[src/rtl/router_pkg.sv]
// Shared router types: flit layout and the output-arbiter grant states.
package router_pkg;

    localparam int unsigned FLIT_W   = 11;
    localparam int unsigned TAIL_BIT = FLIT_W - 1;

    typedef logic [FLIT_W-1:0] flit_t;

    typedef enum logic [1:0] {
        IDLE   = 2'd0,
        GRANT0 = 2'd1,
        GRANT1 = 2'd2
    } arb_state_t;

endpackage

[src/rtl/rr_arbiter2.sv]
// Two-request round-robin pick; remembers which port last completed a packet.
module rr_arbiter2 (
    input  logic clk,
    input  logic reset_n,
    input  logic req_0_i,
    input  logic req_1_i,
    input  logic upd_i,
    input  logic upd_port_i,
    output logic pick_o
);

    logic last_grant_q;

    // Reset to 1 so port 0 wins the first tie.
    always_ff @(posedge clk or negedge reset_n) begin
        if (!reset_n) begin
            last_grant_q <= 1'b1;
        end else if (upd_i) begin
            last_grant_q <= upd_port_i;
        end
    end

    always_comb begin
        pick_o = 1'b0;
        if (req_0_i && req_1_i) begin
            pick_o = ~last_grant_q;
        end else if (req_1_i) begin
            pick_o = 1'b1;
        end
    end

endmodule

[src/rtl/output_arbiter.sv]
// Output-side arbiter: grants one of two input controllers per packet and
// forwards its flits, registered, to the downstream FIFO.
module output_arbiter
    import router_pkg::*;
#(
    parameter int unsigned WIDTH     = FLIT_W,
    parameter int unsigned CNT_WIDTH = 16
) (
    input  logic                 clk,
    input  logic                 reset_n,
    input  logic                 req_0,
    input  logic [WIDTH-1:0]     data_0,
    output logic                 ready_0,
    input  logic                 req_1,
    input  logic [WIDTH-1:0]     data_1,
    output logic                 ready_1,
    input  logic                 full,
    output logic                 wr_en,
    output logic [WIDTH-1:0]     data_out,
    output logic [CNT_WIDTH-1:0] pkt_count,
    output logic                 busy
);

    arb_state_t           state_q, state_d;
    logic                 pick;
    logic                 xfer_port;
    logic                 xfer;
    logic                 tail;
    logic [WIDTH-1:0]     xfer_data;
    logic                 wr_en_q;
    logic [WIDTH-1:0]     data_out_q;
    logic [CNT_WIDTH-1:0] pkt_count_q;

    assign xfer_port = (state_q == GRANT1);
    assign xfer_data = xfer_port ? data_1 : data_0;
    assign xfer      = (ready_0 && req_0) || (ready_1 && req_1);
    assign tail      = xfer && xfer_data[WIDTH-1];

    rr_arbiter2 u_rr (
        .clk        (clk),
        .reset_n    (reset_n),
        .req_0_i    (req_0),
        .req_1_i    (req_1),
        .upd_i      (tail),
        .upd_port_i (xfer_port),
        .pick_o     (pick)
    );

    always_ff @(posedge clk or negedge reset_n) begin
        if (!reset_n) begin
            state_q <= IDLE;
        end else begin
            state_q <= state_d;
        end
    end

    // On a tail, hand straight over to a waiting other port to avoid the IDLE bubble.
    always_comb begin
        state_d = state_q;
        unique case (state_q)
            IDLE: begin
                if (req_0 || req_1) begin
                    state_d = pick ? GRANT1 : GRANT0;
                end
            end
            GRANT0: begin
                if (tail) begin
                    state_d = req_1 ? GRANT1 : IDLE;
                end
            end
            GRANT1: begin
                if (tail) begin
                    state_d = req_0 ? GRANT0 : IDLE;
                end
            end
            default: state_d = IDLE;
        endcase
    end

    always_comb begin
        ready_0 = (state_q == GRANT0) && !full;
        ready_1 = (state_q == GRANT1) && !full;
        busy    = (state_q != IDLE);
    end

    always_ff @(posedge clk or negedge reset_n) begin
        if (!reset_n) begin
            wr_en_q     <= 1'b0;
            data_out_q  <= '0;
            pkt_count_q <= '0;
        end else begin
            wr_en_q <= xfer;
            if (xfer) begin
                data_out_q <= xfer_data;
            end
            if (tail) begin
                pkt_count_q <= pkt_count_q + CNT_WIDTH'(1);
            end
        end
    end

    assign wr_en     = wr_en_q;
    assign data_out  = data_out_q;
    assign pkt_count = pkt_count_q;

endmodule

[config.mk]
export PLATFORM = sky130hd
export DESIGN_NAME = output_arbiter
export DESIGN_NICKNAME = d
export VERILOG_FILES = /design/src/rtl/router_pkg.sv /design/src/rtl/rr_arbiter2.sv /design/src/rtl/output_arbiter.sv
export SDC_FILE = /design/constraint.sdc
export NUM_CORES = 1
export LEC_CHECK = 0
export ABC_CLOCK_PERIOD_IN_PS = 1900
export BUFFER_PORTS_ARGS = -buffer_cell sky130_fd_sc_hd__clkbuf_2
export CELL_PAD_IN_SITES_DETAIL_PLACEMENT = 0
export CELL_PAD_IN_SITES_GLOBAL_PLACEMENT = 1
export CORE_UTILIZATION = 37
export CTS_CLUSTER_SIZE = 40
export DETAILED_ROUTE_END_ITERATION = 7
export PLACE_DENSITY = 0.79
export SETUP_SLACK_MARGIN = 0.3
export SLEW_MARGIN = 30
export SYNTH_ARGS = -nofsm -noshare
export SYNTH_HDL_FRONTEND = slang
export SYNTH_SLANG_ARGS = --single-unit
[constraint.sdc]
create_clock -name clk -period 1.9 [get_ports clk]
set_input_delay 0.095 -clock clk [delete_from_list [all_inputs] [get_ports clk]]
set_output_delay 0.095 -clock clk [all_outputs]
set_load 0.03 [all_outputs]
==> summary.txt, run 1 <==
Power
  – Pwr dens: 1390 nW/um2
  – Clock power share: 0.216
  – Psw: 1285 uW
  – Pleak: between 0.001 and 0.0015 uW
  – Gate power share: 0.464
  – Maximum vdd drop: 0.6529 mV
  – Reg power frac: 0.320
  – Pint: roughly 1800 uW
  – Switching share of power: 0.4112

Logic synthesis
  – Cell variety after synth: 35
  – Post-Syn Area: about 1600 um2
  – Mapped Nets: 169
  – Most frequent cell after synthesis: dfrtp_1
  – Most used DFF post-synth: dfrtp_1
  – Top area cells in the synthesized netlist: dfrtp_1 48%, xor2_1 8.4%, mux2i_1 6.4%, nor4_4 4.1%, nand2_1 3.8%
  – Flops & latches, synth: 31
  – Syn avg cell area: 11.14 um2
  – Register area share after synthesis: 0.4948
  – Ys Warns: 0
  – Commonest cells in the netlist: 30 x dfrtp_1, 16 x nand2_1, 15 x xor2_1, 11 x o21ai_0, 10 x mux2i_1
  – Asr flop ratio synth: 1.000
  – Gate Count Post-Synth: 141
  – Yosys top cell by area: dfrtp_1
  – Synth top area share: 0.4781
  – EDFF count, synth: 0

Finish
  – Layout overhead on the synthesized area: 43.19%
  – Layout cell share with drive strength beyond 1: 0.4787
  – Number of nets in the layout: 238
  – Cell area after layout: roughly 2200 um2
  – Fillers: between 300 and 400
  – N_diodes: 0
  – Multi-input gate area: 833.3 um2
  – Core Util, Final: 0.5581
  – Sequential cell area: 782.0 um2

Timing
  – Post-route clock skew: 3.047 ps
  – Max Fclk: roughly 0.62 GHz
  – Slew margin rel.: 0.4660
  – Setup_tns: 0 ps
  – Tmin final: 1610 ps
  – # setup viols final: 0
  – Final Max Slew Viols: 0
  – Fin crit share: 0.8475
  – Worst-margin pin slew: 801.1 ps
  – RSZ-0062 raised after global routing: yes
  – Fin. Hold Viols: 0

Global route
  – Initial antenna violation count: 0
  – Global route overflow: 0
  – First-pass GRT wire length: roughly 5900 um
  – Vias in the first global route: 1280
  – Pin count of the biggest net entering global routing: 32
  – Tot GR Track Use: 0.1809

Route
  – DR WL/cell: 14.72 um
  – Vias: 1315
  – Antenna-violating nets left: 0
  – First-pass detailed-route iteration total: 4
  – DRC Markers: 0
  – Final wirelength: 3841 um
  – Vias per cell: 5.038
  – Initial DRC Count: 86

Placed design
  – IO buf count: 57
  – Global placer's final weighted congestion: 0.7092
  – HPWL Detailed: 2562 um
  – Placed inst area: 1899 um2

Clocking
  – Count of clock tree sinks: 31
  – Root buffer cell: clkbuf_8
  – Clock Path Buffers: 2
  – Num CTS Buffers: 5
  – CTS tree: yes
  – Clock Latency Late Sink: 280 ps
  – Clk slew on worst S/H paths: 70 ps
  – Htree depth: 2

Run
  – Maxcap violations: 0

Setup path
  – Setup crit end kind: flop
  – Critical Path Start Type: flop
  – CP Class: flop to flop
  – Worst-path fanout max: 6
  – Data required, critical path: 2070 ps
  – CP Data Arrival Time: 1780 ps

Floorplan
  – Die height: roughly 67 um
  – Initial Util: 0.3898
  – Io pins: 58
  – DIE AREA: 4508 um2
  – Core footprint: 4029 um2
  – Die width: 67.15 um
  – Row count: 23

Min path
  – Class of the worst hold path: input pin to flop

Outcome
  – Status: complete, no violations
==> worst paths after layout <==
kind | startpoint | endpoint | slack, ps | cells past startpoint
worst max register to register | state_q[0] | pkt_count[1] | 290 | 4
min in group asynchronous | reset_n | data_out[8] | 430 | 2
worst min-delay path | data_1[4] | data_out[4] | 100 | 3
max in group asynchronous | reset_n | pkt_count[3] | 920 | 2
worst min register to register | pkt_count[15] | pkt_count[15] | 470 | 1
worst max-delay path | state_q[0] | pkt_count[1] | 290 | 4
==> worst max-delay path, stage by stage, from the launching register on <==
cell      delay (ps)
dfrtp_2          440
nand3b_1         190
a21o_4           270
nor2_2           240
mux2_2           360
==> cell families after synthesis <==
logic type | Yosys count | synth area share
xor gates and xnor gates | 15 | 0.08367
adders and majority gates | 1 | 0.007967
buffers and inverters | 10 | 0.04224
muxes | 12 | 0.08526
and+or+nand+nor | 54 | 0.2183
DFF | 31 | 0.4948
AOI/OAI and AO/OA | 18 | 0.06773
==> power by group through the flow <==
stage	clock network [uW]	logic, uW	registers (uW)
global route	724	1550	1020
floorplan	0	605	1280
detailed placement	0	1200	1000
global placement	0	1170	992
CTS	689	1370	997
finish	674	1450	1000
==> metal layers <==
metal	global-route usage	up-vias	wire length, um
met5	0	-	0
met4	0.05585	0	15
met3	0.06757	2	263
met2	0.2988	50	1984
met1	0.2174	631	1578
li1	-	632	-
==> registers in the layout, indices dropped and copies added (netlist names) <==
name and cells:
u_rr.last_grant_q 1, wr_en 1, data_out 11, state_q 2, pkt_count 16
==> metrics by stage <==
step / instances / worst slack (ps) / power, uW / hold slack (ps)
final: 261 / 289.7 / 3124 / 99.68
after global routing: 261 / 236.0 / 3302 / 114.8
after CTS: 258 / 304.0 / 3055 / 96.11
after detailed placement: 243 / 89.59 / 2207 / 218.7
after global placement: 243 / 169.5 / 2165 / 195.0
after floorplan: 141 / 315.5 / 1881 / -200.6
==> what timing repair did <==
item,4_1_cts,5_1_grt
gates cloned,0,1
pin swaps,2,14
endpoints found under the setup margin,20,18
hold endpoints to repair,30,0
gates resized for setup,10,14
setup buffers,6,2
hold buffers,1,0
==> cell type report <==
cell class / instances / area share
Multi-Input combinational cell: 100 / 0.3706
Sequential cell: 31 / 0.3478
Timing Repair Buffer: 70 / 0.1970
Clock buffer: 6 / 0.03673
Tap cell: 50 / 0.02782
Clock inverter: 2 / 0.01558
Inverter: 2 / 0.004452
==> cells in the final DEF, fill, tap and decap left out, drive strengths merged, types with 2 or more instances in the layout <==
cell	instances
nand2b	3
inv	2
nor4	6
dfrtp	30
nand3	6
nand3b	2
clkbuf	63
nor2	4
xor2	15
nor3	5
a21o	2
o21ai	11
nor4b	2
mux2i	11
nand2	16
nand4	4
buf	12
and4	2
No activity file was read; power rests on OpenSTA's default activity.
==> run 2, diff against run 1 <==
--- a/config.mk
+++ b/config.mk
@@ -5,7 +5,7 @@
 export SDC_FILE = /design/constraint.sdc
 export NUM_CORES = 1
 export LEC_CHECK = 0
-export ABC_CLOCK_PERIOD_IN_PS = 1900
+export ABC_CLOCK_PERIOD_IN_PS = 1500
 export BUFFER_PORTS_ARGS = -buffer_cell sky130_fd_sc_hd__clkbuf_2
 export CELL_PAD_IN_SITES_DETAIL_PLACEMENT = 0
 export CELL_PAD_IN_SITES_GLOBAL_PLACEMENT = 1
==> constraint.sdc (replaced) <==
create_clock -name clk -period 1.5 [get_ports clk]
set_input_delay 0.075 -clock clk [delete_from_list [all_inputs] [get_ports clk]]
set_output_delay 0.075 -clock clk [all_outputs]
set_load 0.03 [all_outputs]
==> summary.txt, run 2 (synthesis gave the netlist of run 1 again) <==
Floorplan
  – Core footprint: 4029 um2
  – DIE AREA: 4508 um2
  – Die height: 67.15 um
  – Initial Util: 0.3898
  – Die width: 67.15 um
  – Io pins: 58
  – Row count: 23

Clocking
  – Count of clock tree sinks: 31
  – Clock Path Buffers: 2
  – Clk slew on worst S/H paths: 70 ps
  – Root buffer cell: clkbuf_8
  – CTS tree: yes
  – Clock Latency Late Sink: 280 ps
  – Num CTS Buffers: 5
  – Htree depth: 2

Route
  – First-pass detailed-route iteration total: 4
  – Initial DRC Count: 40
  – Vias per cell: 5.000
  – Vias: about 1300
  – Antenna-violating nets left: 0
  – DRC Markers: 0
  – Final wirelength: 3867 um
  – DR WL/cell: 14.38 um

Placed design
  – IO buf count: 57
  – Global placer's final weighted congestion: 0.8652
  – HPWL Detailed: 2608 um
  – Setup WS pre-CTS: -77.34 ps
  – Placed insts: roughly 250

Global route
  – Tot GR Track Use: 0.1829
  – Global route overflow: 0
  – GR Layer Usage met2: 0.2788
  – First-pass GRT wire length: 6127 um
  – Initial antenna violation count: 0
  – Vias in the first global route: 1294
  – Top Usage Layer GRT: met2
  – Met3 usage: 0.05405
  – Pin count of the biggest net entering global routing: 22
  – Met1 Track Usage GR: 0.2421

Timing
  – Max Fclk: 0.6411 GHz
  – Hold WS: 67.69 ps
  – Fin. Hold Viols: 0
  – RSZ-0062 raised after global routing: yes
  – # setup viols final: 12
  – PnR worst setup slack: -59.89 ps
  – Final Max Slew Viols: 0
  – Tmin final: between 1500 and 2000 ps
  – Fin crit share: 1.040
  – Worst-margin pin slew: 491.5 ps
  – Slew margin rel.: 0.6723
  – Post-route clock skew: 5.141 ps

Finish
  – Multi-input gate area: a little under 900 um2
  – N_diodes: 0
  – Fillers: 358
  – Sequential cell area: around 790 um2
  – Largest register FFs: 16
  – Core Util, Final: 0.5938
  – Layout cell share with drive strength beyond 1: 0.5342
  – Number of nets in the layout: 246
  – Commonest non-fill, non-tap cell in the layout: clkbuf_2
  – Layout overhead on the synthesized area: 52.35%
  – Fin cells: roughly 270
  – Commonest non-fill, non-tap cells in the layout: 54 x clkbuf_2, 21 x dfrtp_1, 15 x nand2_1, 15 x xor2_1, 11 x buf_4

Outcome
  – Status: finished with violations
  – Failing checks: negative setup slack

Setup path
  – Critical Path Start Type: flop
  – Setup crit end kind: flop
  – CP Data Arrival Time: 1730 ps
  – Worst-path fanout max: 8
  – Worst-path cell chain: nand3b_1, a21o_4, buf_12, nor2_4, mux2_2
  – Worst R2R Path Depth: 5
  – Slowest stage delay, CP: 410 ps
  – Data required, critical path: between 1500 and 2000 ps
  – Critical path's slowest cell: dfrtp_1
  – CP Class: flop to flop

Min path
  – Hold path depth: 3
  – Class of the worst hold path: input pin to flop

Power
  – Pwr dens: 1726 nW/um2
  – Maximum vdd drop: about 0.94 mV
  – Pleak: 0.001271 uW
  – Pwr Total: 4129 uW

Run
  – Maxcap violations: 0
[run 2: cell types whose count changed in the layout (fill, tap and decap cells not counted), moves of 3 or more]
cell	before	now
o21ai_1	0	10
o21ai_0	11	1
nor2_4	0	3
buf_6	0	3
dfrtp_1	26	21
dfrtp_2	4	9
[run 2: worst paths after layout]
kind	slack (ps)	end	from
min in group asynchronous	280	pkt_count[13]	reset_n
worst max register to register	-60	pkt_count[1]	state_q[0]
worst min register to register	480	pkt_count[4]	pkt_count[4]
worst min-delay path	70	data_out[5]	data_1[5]
worst max-delay path	-60	pkt_count[1]	state_q[0]
max in group asynchronous	660	u_rr.last_grant_q	reset_n
[run 2: area by class of cell]
cell class | instances | area share
Multi-Input combinational cell | 100 | 0.3635
Sequential cell | 31 | 0.3295
Timing Repair Buffer | 78 | 0.2359
Clock buffer | 8 | 0.04184
Tap cell | 50 | 0.02615
Inverter | 2 | 0.003138
[run 2: report_power, final]
| part | switching, uW | internal, uW |
|---|---|---|
| combinational | 1220 | 948 |
| sequential | 154 | 1080 |
| clock | 310 | 419 |
| total | 1680 | 2450 |
[run 2: repair_timing]
action,in CTS,in global routing
resized for setup,18,28
pin swaps,2,12
endpoints found under the setup margin,34,34
endpoints found under the hold margin,18,0
gates cloned,1,1
hold buffers,1,0
setup buffers,3,4
[run 2: layer usage]
metal	routed length, um	vias to the layer above
met5	0	-
met1	1697	639
met3	187	5
met4	42	0
met2	1940	47
li1	-	654
[run 2: through the flow]
step                cell area, um2  TNS (ps)
finish                        2392    -227.0
global route                  2392     -1531
CTS                           2235    -536.2
detailed placement            2003    -502.2
global placement              2003    -42.11
floorplan                     1610    -80.06
[run 2: critical path: cells and delay by family (launching register included)]
kind	cells	cell delay, ps
AND/OR/NAND/NOR	2	300
multiplexers	1	340
flip-flops	1	410
buffers and inverters	1	160
AO/OA/AOI/OAI	1	240
